File: src/rtl/pot_scan_ctrl.sv
// pot_scan_ctrl: round-robin sequencer for the six equalizer pots on the
// ADC128S. Each channel takes two SPI frames. The first frame addresses the
// channel. The second frame repeats the address and returns that channel's
// conversion, which is then latched into the matching pot register.
module pot_scan_ctrl #(
  parameter int CH_LP   = 1,
  parameter int CH_B1   = 0,
  parameter int CH_B2   = 4,
  parameter int CH_B3   = 2,
  parameter int CH_HP   = 3,
  parameter int CH_VOL  = 7,
  parameter int GAP_CYC = 1024
) (
  input  logic        clk,
  input  logic        rst_n,
  input  logic        en,
  output logic        wrt,
  output logic [15:0] cmd,
  input  logic        done,
  input  logic [15:0] rd_data,
  output logic [11:0] LP_pot,
  output logic [11:0] B1_pot,
  output logic [11:0] B2_pot,
  output logic [11:0] B3_pot,
  output logic [11:0] HP_pot,
  output logic [11:0] volume,
  output logic        scan_done
);

  // Gap counter is wide enough to hold GAP_CYC-1 (GAP_CYC >= 1).
  localparam int              GW       = (GAP_CYC > 1) ? $clog2(GAP_CYC) : 1;
  localparam logic [GW-1:0]   GAP_LOAD = GW'(GAP_CYC - 1);
  localparam logic [2:0]      LAST_IDX = 3'd5;

  typedef enum logic [2:0] {
    S_IDLE,
    S_SEND1,
    S_WAIT1,
    S_SEND2,
    S_WAIT2,
    S_NEXT,
    S_GAP
  } state_t;

  state_t         r_state;
  state_t         w_state_next;
  logic [2:0]     r_idx;
  logic [2:0]     w_idx_next;
  logic [GW-1:0]  r_gap_cnt;
  logic [GW-1:0]  w_gap_next;
  logic [2:0]     w_ch_next;
  logic           r_wrt;
  logic [15:0]    r_cmd;
  logic           r_scan_done;
  logic [11:0]    r_pot [6];

  // Next-state, index and gap-counter logic.
  always_comb begin
    w_state_next = r_state;
    w_idx_next   = r_idx;
    w_gap_next   = r_gap_cnt;
    case (r_state)
      S_IDLE:  if (en) w_state_next = S_SEND1;
      S_SEND1: w_state_next = S_WAIT1;
      S_WAIT1: if (done) w_state_next = S_SEND2;
      S_SEND2: w_state_next = S_WAIT2;
      S_WAIT2: if (done) w_state_next = S_NEXT;
      S_NEXT: begin
        if (r_idx == LAST_IDX) begin
          w_idx_next   = 3'd0;
          w_gap_next   = GAP_LOAD;
          w_state_next = S_GAP;
        end else begin
          w_idx_next   = r_idx + 3'd1;
          w_state_next = en ? S_SEND1 : S_IDLE;
        end
      end
      S_GAP: begin
        if (r_gap_cnt == '0) begin
          w_state_next = en ? S_SEND1 : S_IDLE;
        end else begin
          w_gap_next = r_gap_cnt - 1'b1;
        end
      end
      default: w_state_next = S_IDLE;
    endcase
  end

  // ADC channel addressed by the index the FSM is about to use.
  always_comb begin
    w_ch_next = 3'(CH_LP);
    case (w_idx_next)
      3'd0:    w_ch_next = 3'(CH_LP);
      3'd1:    w_ch_next = 3'(CH_B1);
      3'd2:    w_ch_next = 3'(CH_B2);
      3'd3:    w_ch_next = 3'(CH_B3);
      3'd4:    w_ch_next = 3'(CH_HP);
      3'd5:    w_ch_next = 3'(CH_VOL);
      default: w_ch_next = 3'(CH_LP);
    endcase
  end

  // State, index and gap counter registers.
  always_ff @(posedge clk or negedge rst_n) begin
    if (!rst_n) begin
      r_state   <= S_IDLE;
      r_idx     <= 3'd0;
      r_gap_cnt <= '0;
    end else begin
      r_state   <= w_state_next;
      r_idx     <= w_idx_next;
      r_gap_cnt <= w_gap_next;
    end
  end

  // Registered strobes; cmd is only reloaded on entry to SEND1 so it is
  // stable across both frames of a channel.
  always_ff @(posedge clk or negedge rst_n) begin
    if (!rst_n) begin
      r_wrt       <= 1'b0;
      r_cmd       <= 16'h0000;
      r_scan_done <= 1'b0;
    end else begin
      r_wrt       <= (w_state_next == S_SEND1) || (w_state_next == S_SEND2);
      r_scan_done <= (w_state_next == S_NEXT) && (r_idx == LAST_IDX);
      if (w_state_next == S_SEND1) begin
        r_cmd <= {2'b00, w_ch_next, 11'h000};
      end
    end
  end

  // One result register per pot, written only by the second frame's done.
  generate
    for (genvar gi = 0; gi < 6; gi++) begin : g_pot
      // Capture the conversion for pot gi when its second frame completes.
      always_ff @(posedge clk or negedge rst_n) begin
        if (!rst_n) begin
          r_pot[gi] <= 12'h000;
        end else if ((r_state == S_WAIT2) && done && (r_idx == 3'(gi))) begin
          r_pot[gi] <= rd_data[11:0];
        end
      end
    end
  endgenerate

  assign wrt       = r_wrt;
  assign cmd       = r_cmd;
  assign scan_done = r_scan_done;
  assign LP_pot    = r_pot[0];
  assign B1_pot    = r_pot[1];
  assign B2_pot    = r_pot[2];
  assign B3_pot    = r_pot[3];
  assign HP_pot    = r_pot[4];
  assign volume    = r_pot[5];

endmodule

File: config.mk
export PLATFORM = sky130hd
export DESIGN_NAME = pot_scan_ctrl
export DESIGN_NICKNAME = d
export VERILOG_FILES = /design/src/rtl/pot_scan_ctrl.sv
export SDC_FILE = /design/constraint.sdc
export NUM_CORES = 1
export LEC_CHECK = 0
export ABC_AREA = 0
export ABC_CLOCK_PERIOD_IN_PS = 2950
export BUFFER_PORTS_ARGS = -buffer_cell sky130_fd_sc_hd__buf_2
export CORE_ASPECT_RATIO = 1.25
export CORE_UTILIZATION = 38
export CTS_BUF_LIST = sky130_fd_sc_hd__clkbuf_16
export CTS_CLUSTER_SIZE = 16
export DETAILED_ROUTE_END_ITERATION = 6
export GPL_TIMING_DRIVEN = 0
export REMOVE_ABC_BUFFERS = 1
export SLEW_MARGIN = 20
export SYNTH_ARGS = -nofsm -noshare
export SYNTH_HDL_FRONTEND = slang
export SYNTH_SLANG_ARGS = --single-unit
File: constraint.sdc
create_clock -name clk -period 2.95 [get_ports clk]
set_clock_uncertainty 0.05 [all_clocks]
set_input_delay 0.1475 -clock clk [delete_from_list [all_inputs] [get_ports clk]]
set_output_delay 0.1475 -clock clk [all_outputs]
set_load 0.05 [all_outputs]
==> results.md, run 1 <==
* Outcome: complete, no violations
* Num ports at 110
* Most frequent cells in the layout: dfrtp_1 (93), buf_2 (91), mux2_2 (54), mux2_1 (20), conb_1 (13)
* Pre-antenna DRT Iters at 4
* Net Sw Frac at 0.456
* CTS H-Tree Depth at 3
* LEAKAGE at 0.00264 uW
* Synthesized cell area at 4020 sq um
* Most common cell after layout, fill and taps aside: dfrtp_1
* Via-to-Cell Ratio at 5.08
* Pre-CTS setup slack at 564 ps
* Clock Pin Slew Worst Setup and Hold Paths at 60 ps
* Worst-margin pin slew at 860 ps
* Critical path required time at 3120 ps
* R2r worst-path depth at 4
* Root Driver: clkbuf_16
* Cell-internal power at 3190 uW
* Layout overhead on the synthesized area at 22.4%
* Post-route ant nets at 0
* Relative slew margins at 0.425
* Ratio of cells with drive above 1 in the final layout at 0.439
* Critical Path, Cell by Cell: and4bb_2 -> nand2b_1 -> nor3_4 -> mux2_2
* Maximum capacitance violations at 0
* WP data arrival at 2530 ps
* Initial Util at 0.394
* Setup TNS at 0 ps
* Number of flops mapped to enable cells by yosys at 0
* Remaining Overflow, GRT at 0
* Worst hold path class: in2reg
* #FFs+latches synth at 93
* Max-slew violations at 0
* GRT Overall Usage at 0.167
* Final worst slack at 585 ps
* Core Region at 10200 sq um
* Post-synth ARST share at 1.00
* Slowest cell on crit path: nor3_4
* Critical Path Start Type: register
* Crit path time final at 2360 ps
* Die width at 94.0 um
* Vias in the first global route at 2604
* Register area share after synthesis at 0.579
* DP HPWL at 6030 um
* IO Port Bufs at 92
* TritonCTS clock tree: built
* Bufs on Longest Clock Path at 2
* Final hold vios at 0
* # clock sinks at 93
* RSZ-0062 raised after global routing: no
* Dpl cell area at 4600 sq um
* DR DRC count at 0
* Diodes inserted at 0
* Post-synthesis cell type count at 49
* Placement row count at 41
* Final instance area at 4920 sq um
* Syn_area_per_cell at 13.4 sq um
* Dominant synthesized flop cell: dfrtp_1
* Clk_lat worst skew at 330 ps
* Synth Instances at 299
* TritonCTS Buffers at 9
* Dpl cells at 509
* Max Clock Freq at 423 MHz
* GP Congestion at 0.790
* Post-CTS Setup Inserts at 0
* DR vias at 2668
* Initial antenna violation count at 0
* Power per Cell Area at 1190 nW/um^2
* Synth warn at 0
* Nets@finish at 415
* Setup CP Type: reg2reg
* Iter 0 DRT Violations at 144
* Hold-fix buffers, CTS at 1
* CP max FO at 12
* Largest net degree at the start of global routing at 65
* Comb power frac at 0.447
* Post-cts gate resize count at 0
* CP max stage delay at 690 ps
* First-pass GRT wire length at 13800 um
* VDD IR-drop max at 673 uV
* Seq pwr share at 0.346
* Final setup fails at 0
* Wirelength per Cell at 16.7 um
* Worst hold margin at 44.3 ps
* Fin crit share at 0.802
* Critical Path Sink Type: register
* Hold depth at 2
* Non-Filler Instances at 525
* Switching power at 2670 uW
* Filler instances at 965
* Clk pwr share at 0.207
* Total wire length at 8760 um
* Die area at 11000 sq um
* Die height at 117 um
[routing by layer]
layer | wire length (um) | up-vias | global-route usage
met1 | 3790 | 1346 | 0.220
met3 | 627 | 10 | 0.0568
li1 | - | 1223 | -
met4 | 154 | 0 | 0.0605
met5 | 0 | - | 0
met2 | 4190 | 89 | 0.258
[state kept, by name, summed over array words and instances, names as in the netlist]
name	cells
B1_pot	12
B2_pot	12
B3_pot	12
HP_pot	12
LP_pot	12
cmd	3
r_gap_cnt	10
r_idx	3
r_state	3
scan_done	1
volume	12
wrt	1
[through the flow]
step	total power, uW	utilization
after floorplan	4030	-
after global placement	4610	0.444
after detailed placement	4690	0.450
after CTS	5920	0.482
after global routing	6170	0.482
final	5860	0.482
[power by group through the flow]
stage,Combinational (uW),Clock (uW),Sequential [uW]
2_1_floorplan,774,0,3260
3_3_place_gp,2600,0,2010
3_5_place_dp,2640,0,2050
4_1_cts,2640,1240,2030
5_1_grt,2780,1290,2100
6_report,2620,1210,2030
[final timing paths]
| path | start | endpoint | slack, ps |
|---|---|---|---|
| worst max-delay path | r_state[0] | HP_pot[1] | 590 |
| worst min-delay path | done | r_state[0] | 40 |
| worst max register to register | r_state[0] | HP_pot[1] | 590 |
| worst min register to register | HP_pot[9] | HP_pot[9] | 430 |
| max in group asynchronous | rst_n | volume[1] | 2040 |
| min in group asynchronous | rst_n | B3_pot[9] | 210 |
[final cells by class]
class / count / area [sq um] / share of cell area
inverter: 9 / 33.8 / 0.00687
clock inverter: 6 / 88.8 / 0.0181
sequential: 93 / 2330 / 0.473
timing repair buffer: 95 / 519 / 0.106
multi-input combinational: 184 / 1560 / 0.318
clock buffer: 9 / 225 / 0.0458
tap: 129 / 161 / 0.0328
[synth_stat cells, drive strengths merged, types with 4 or more instances]
cell type   n  area (sq um)
dfrtp      93          2330
mux2       74           833
buf        22           143
inv         9          33.8
nand2       8          30.0
nand3       8          40.0
nor2        8          30.0
nor3        7          50.1
a21oi       6          30.0
o21ai       6          30.0
nand2b      5          31.3
or4         4          33.8
[logic make-up after synthesis]
kind of cell | after synthesis | synth area share
compound gates | 28 | 0.0473
flops | 93 | 0.579
other cells | 1 | 0.000933
mux | 77 | 0.215
xor+xnor | 3 | 0.00654
simple gates | 60 | 0.0953
buf+inv | 34 | 0.0467
fa+ha+maj | 3 | 0.00934
[worst max-delay path: cells and delay by family (launching register included)]
| kind | cells | cell delay [ps] |
|---|---|---|
| DFF | 1 | 510 |
| muxes | 1 | 410 |
| and+or+nand+nor | 3 | 1280 |
Note: power is estimated with default switching activity, not from simulation.
==> inputs of run 2 (changes only) <==
ABC_CLOCK_PERIOD_IN_PS = 2400   (was 2950)
clock period = 2.4 ns   (was 2.95 ns; I/O delays follow)
==> results.md, run 2 (synthesis gave the netlist of run 1 again) <==
* Core Region at 10200 sq um (unchanged)
* Most common cell after layout, fill and taps aside: dfrtp_1
* Grt met3 use at 0.0568 (unchanged)
* Ratio of cells with drive above 1 in the final layout at 0.441 (+0.00141)
* Nets@finish at 416 (+0.24%)
* Clk pwr share at 0.207 (about the same)
* Die height at 117 um (unchanged)
* DR DRC count at 0 (unchanged)
* Filler instances at 961 (-0.41%)
* Most frequent cells in the layout: dfrtp_1 (93), buf_2 (91), mux2_2 (54), mux2_1 (20), conb_1 (13)
* Non-Filler Instances at 526 (+0.19%)
* Wirelength per Cell at 16.8 um (+0.49%)
* Num ports at 110 (unchanged)
* Diodes inserted at 0 (unchanged)
* Iter 0 DRT Violations at 137 (-4.9%)
* Fin crit share at 0.949 (+0.148)
* VDD IR-drop max at 824 uV (+22%)
* Bufs on Longest Clock Path at 2 (unchanged)
* First-pass GRT wire length at 13800 um (unchanged)
* GP Congestion at 0.790 (unchanged)
* Crit path time final at 2280 ps (-86.3 ps)
* Max-slew violations at 0 (unchanged)
* CP max FO at 12 (unchanged)
* Pre-antenna DRT Iters at 4 (unchanged)
* Final hold vios at 0 (unchanged)
* Initial Util at 0.394 (unchanged)
* Met1 GRT Util at 0.220 (unchanged)
* Maximum capacitance violations at 0 (unchanged)
* Die width at 94.0 um (unchanged)
* # clock sinks at 93 (unchanged)
* Setup CP Type: reg2reg
* Top Usage Layer GRT: met2
* Met2 usage at 0.258 (unchanged)
* Critical Path Start Type: register
* Post-cts gate resize count at 0 (unchanged)
* Via-to-Cell Ratio at 5.09 (about the same)
* Die area at 11000 sq um (unchanged)
* Sequential Area at 2330 sq um (unchanged)
* Total power at 7210 uW (+23%)
* Post-route ant nets at 0 (unchanged)
* Net Sw Frac at 0.456 (about the same)
* Outcome: complete, no violations
* Clock Pin Slew Worst Setup and Hold Paths at 70 ps (about the same)
* Power per Cell Area at 1460 nW/um^2 (+22%)
* Remaining Overflow, GRT at 0 (unchanged)
* TritonCTS clock tree: built
* CTS H-Tree Depth at 3 (unchanged)
* Comb power frac at 0.447 (about the same)
* Worst hold path class: in2reg
* Total wire length at 8820 um (+0.68%)
* R2R setup slack at 120 ps (-460 ps)
* Dpl cells at 509 (unchanged)
* Multi-input combinational cell area at 1560 sq um (unchanged)
* Final setup fails at 0 (unchanged)
* Largest net degree at the start of global routing at 65 (unchanged)
* Layout overhead on the synthesized area at 22.9%
* Root Driver: clkbuf_16
* Cell-internal power at 3920 uW (+23%)
* Switching power at 3290 uW (+23%)
* WP data arrival at 2450 ps (-80 ps)
* DP HPWL at 6030 um (unchanged)
* Relative slew margins at 0.423 (-0.00257)
* LEAKAGE at 0.00265 uW (+0.31%)
* Critical path required time at 2570 ps (-550 ps)
* Seq pwr share at 0.346 (about the same)
* Placement row count at 41 (unchanged)
* Max Clock Freq at 439 MHz (+3.8%)
* Vias in the first global route at 2604 (unchanged)
* IO Port Bufs at 92 (unchanged)
* Worst-margin pin slew at 864 ps (+3.84 ps)
* GRT Overall Usage at 0.167 (unchanged)
* Clk_lat worst skew at 330 ps (about the same)
* TritonCTS Buffers at 9 (unchanged)
* Initial antenna violation count at 0 (unchanged)
* DR vias at 2675 (+0.26%)
* Critical Path Sink Type: register
[run 2: power groups by stage]
stage | logic (uW) | registers [uW] | clock network, uW
global route | 3420 | 2580 | 1590
finish | 3220 | 2500 | 1490
detailed placement | 3240 | 2520 | 0
CTS | 3250 | 2500 | 1530
global placement | 3190 | 2480 | 0
floorplan | 952 | 4000 | 0
[run 2: final cells by class]
| cell class | instances | share of cell area |
|---|---|---|
| flip-flops and latches | 93 | 0.471 |
| multi-input cells | 184 | 0.317 |
| repair buffers | 96 | 0.109 |
| clock buffers | 9 | 0.0456 |
| well taps | 129 | 0.0327 |
| clock inverters | 6 | 0.0180 |
| inverters | 9 | 0.00684 |
[run 2: worst paths after layout]
path | startpoint | to | cells after the start
worst max-delay path | r_state[0] | LP_pot[9] | 4
worst min-delay path | done | r_state[0] | 2
worst max register to register | r_state[0] | LP_pot[9] | 4
worst min register to register | cmd[11] | cmd[11] | 1
max in group asynchronous | rst_n | volume[1] | 3
min in group asynchronous | rst_n | B3_pot[9] | 2
[run 2: metal layers]
metal | part of all wire | wire length (um) | vias to the layer above
met5 | 0 | 0 | -
met4 | 0.017 | 154 | 0
met2 | 0.48 | 4250 | 85
met3 | 0.068 | 600 | 10
met1 | 0.43 | 3820 | 1354
li1 | - | - | 1226
[run 2: timing repair]
item / in CTS / in global routing
setup buffers: 0 / 1
hold buffers: 1 / 0
setup endpoints to repair: 0 / 12
endpoints found under the hold margin: 93 / 0
[run 2: critical path, cell delays in order (launching register included)]
cell and delay, ps:
dfrtp_1 500, and4bb_2 400, nand2b_1 180, nor3_4 610
mux2_2 410
[run 2: through the flow]
stage                     setup slack (ps)  setup TNS, ps   util  hold slack, ps  instance area, sq um
after global placement                -427         -10340  0.444             354                  4530
final                                  121              0  0.484            15.5                  4940
after CTS                             4.18              0  0.482            7.04                  4920
after floorplan                        356              0      -            -226                  3910
after detailed placement              14.1              0  0.450           -37.2                  4600
after global routing                 -34.2          -34.2  0.484            12.5                  4940
==> inputs of run 3 (changes only) <==
CELL_PAD_IN_SITES_DETAIL_PLACEMENT = 1   (was unset)
CELL_PAD_IN_SITES_GLOBAL_PLACEMENT = 1   (was unset)
CORE_UTILIZATION = 43   (was 38)
CTS_BUF_LIST = sky130_fd_sc_hd__clkbuf_4   (was sky130_fd_sc_hd__clkbuf_16)
PLACE_DENSITY_LB_ADDON = 0.1   (was unset)
==> results.md, run 3 (synthesis gave the netlist of run 1 again) <==
* Crit path time final at 2220 ps (-55.3 ps)
* Crit path buf inv count at 0 (unchanged)
* WL met2 at 4710 um (+11%)
* Pre-antenna DRT Iters at 4 (unchanged)
* First-pass GRT wire length at 14600 um (+5.8%)
* CTS H-Tree Depth at 3 (unchanged)
* Core Region at 9130 sq um (-11%)
* # clock sinks at 93 (unchanged)
* Top Family by Delay on Critical Path: adder cells
* Max Clock Freq at 450 MHz (+2.5%)
* DP HPWL at 6320 um (+4.8%)
* Initial Util at 0.440 (+0.0467)
* Root Driver: clkbuf_4
* Total wire length at 9220 um (+4.5%)
* Vias in the first global route at 2830 (+8.7%)
* LEAKAGE at 0.00263 uW (-0.90%)
* Fin crit share at 0.926 (-0.0230)
* Nets@finish at 430 (+3.4%)
* Top layer in use: met4
* Diodes inserted at 0 (unchanged)
* TritonCTS Buffers at 9 (unchanged)
* Wirelength per Cell at 17.2 um (+2.7%)
* Critical Path Start Type: register
* Worst hold path class: in2async
* Ratio of cells with drive above 1 in the final layout at 0.427 (-0.0136)
* GP Congestion at 0.808 (+2.3%)
* R2r worst-path depth at 7 (+3)
* CP max FO at 12 (unchanged)
* DR vias at 2732 (+2.1%)
* Most common cell after layout, fill and taps aside: dfrtp_1
* Final setup fails at 0 (unchanged)
* Critical Path Sink Type: register
* Pre-CTS setup slack at 41.1 ps (+27.0 ps)
* Clock Pin Slew Worst Setup and Hold Paths at 150 ps (+80 ps)
* Critical path required time at 2700 ps (+130 ps)
* TritonCTS clock tree: built
* Relative slew margins at 0.489 (+0.0662)
* Remaining Overflow, GRT at 0 (unchanged)
* Via-to-Cell Ratio at 5.11 (+0.41%)
* Non-Filler Instances at 535 (+1.7%)
* WP data arrival at 2520 ps (+70 ps)
* DR DRC count at 0 (unchanged)
* CP max stage delay at 580 ps (-30 ps)
* GRT Overall Usage at 0.204 (+0.0369)
* FF-to-FF Start: r_idx[0]
* Filler instances at 1000 (+4.1%)
* Final hold vios at 0 (unchanged)
* Die width at 88.5 um (-5.9%)
* Die area at 9740 sq um (-11%)
* Layout overhead on the synthesized area at 21.5%
* Clk_lat worst skew at 440 ps (+110 ps)
* Maximum capacitance violations at 0 (unchanged)
* Most frequent cells in the layout: dfrtp_1 (93), buf_2 (91), mux2_2 (54), mux2_1 (20), dlygate4sd3_1 (15)
* Iter 0 DRT Violations at 78 (-43%)
* Slowest cell on crit path: dfrtp_1
* Critical Path, Cell by Cell: and2_1 -> ha_1 -> o22ai_1 -> ha_1 -> nor2_1 -> a21oi_1 -> mux2_1
* Final worst slack at 177 ps (+55.3 ps)
* RSZ-0062 raised after global routing: no
* Setup TNS at 0 ps (unchanged)
* Setup CP Type: reg2reg
* Outcome: complete, no violations
* Final Util at 0.535 (+0.0512)
* Placement row count at 39 (-4.9%)
* Die height at 110 um (-5.9%)
* Most frequent CP cell: ha_1
* Bufs on Longest Clock Path at 2 (unchanged)
* Routed metal-1 wirelength at 3920 um (+2.6%)
* DR WL met3 at 382 um (-36%)
* Worst-margin pin slew at 765 ps (-98.7 ps)
* IO Port Bufs at 92 (unchanged)
* Power per Cell Area at 1340 nW/um^2 (-8.3%)
* VDD IR-drop max at 796 uV (-3.4%)
* Max-slew violations at 0 (unchanged)
* R2R setup slack at 180 ps (+60 ps)
* Initial antenna violation count at 0 (unchanged)
* Post-route ant nets at 0 (unchanged)
* Dpl cells at 502 (-1.4%)
* Largest net degree at the start of global routing at 52 (-20%)
* Reg-to-reg endpoint: cmd[11]
* Num ports at 110 (unchanged)
## run 3: changes by cell type in the layout (fill, tap and decap cells not counted), moves of 2 or more
cell / change
dlygate4sd3_1: +14
clkbuf_4: +10
clkbuf_16: -9
bufinv_16: -2
clkinv_2: +2
## run 3: cell type report
| type | count | area, sq um | share of cell area |
|---|---|---|---|
| Clock buffer | 10 | 75.1 | 0.0154 |
| Clock inverter | 6 | 38.8 | 0.00794 |
| Inverter | 9 | 33.8 | 0.00692 |
| Multi-Input combinational cell | 184 | 1570 | 0.321 |
| Sequential cell | 93 | 2330 | 0.477 |
| Tap cell | 123 | 154 | 0.0315 |
| Timing Repair Buffer | 110 | 684 | 0.140 |
## run 3: metrics by stage
| stage | area (sq um) | hold WS (ps) | power (uW) |
|---|---|---|---|
| floorplan | 3910 | -226 | 4960 |
| global placement | 4520 | 350 | 5690 |
| detailed placement | 4570 | 26.1 | 5820 |
| CTS | 4840 | 87.6 | 6590 |
| global route | 4880 | 121 | 6910 |
| finish | 4880 | 99.7 | 6530 |
## run 3: what timing repair did
action / in CTS / in global routing
buffers inserted: 0 / 2
endpoints found under the setup margin: 0 / 33
hold buffers: 15 / 0
endpoints found under the hold margin: 167 / 0
resized for setup: 0 / 1
## run 3: worst register-to-register path: cells and delay by family (launching register included)
kind / cells / cell delay (ps)
AOI/OAI and AO/OA: 2 / 230
adders and majority gates: 2 / 600
DFF: 1 / 580
muxes: 1 / 310
and+or+nand+nor: 2 / 360
## run 3: report_power, final
part	leakage, uW	internal [uW]	total (uW)	switching, uW
clock network	0.0000642	224	749	525
logic	0.00131	935	3290	2350
registers	0.00125	2090	2500	406
## run 3: worst max-delay path by stage
stage / startpoint / end / slack (ps) / cells past startpoint
6_report: r_idx[0] / cmd[11] / 180 / 7
5_1_grt: r_idx[0] / cmd[11] / 20 / 6
4_1_cts: r_state[0] / HP_pot[8] / 8 / 4
3_5_place_dp: r_state[1] / HP_pot[7] / 40 / 4
3_3_place_gp: r_state[0] / B1_pot[11] / -250 / 4
2_1_floorplan: r_state[1] / B1_pot[0] / 360 / 4
## run 3: per-layer routing
layer | vias to the layer above | GRT usage
li1 | 1257 | -
met1 | 1399 | 0.246
met2 | 61 | 0.349
met3 | 15 | 0.0402
met4 | 0 | 0.0991
met5 | - | 0
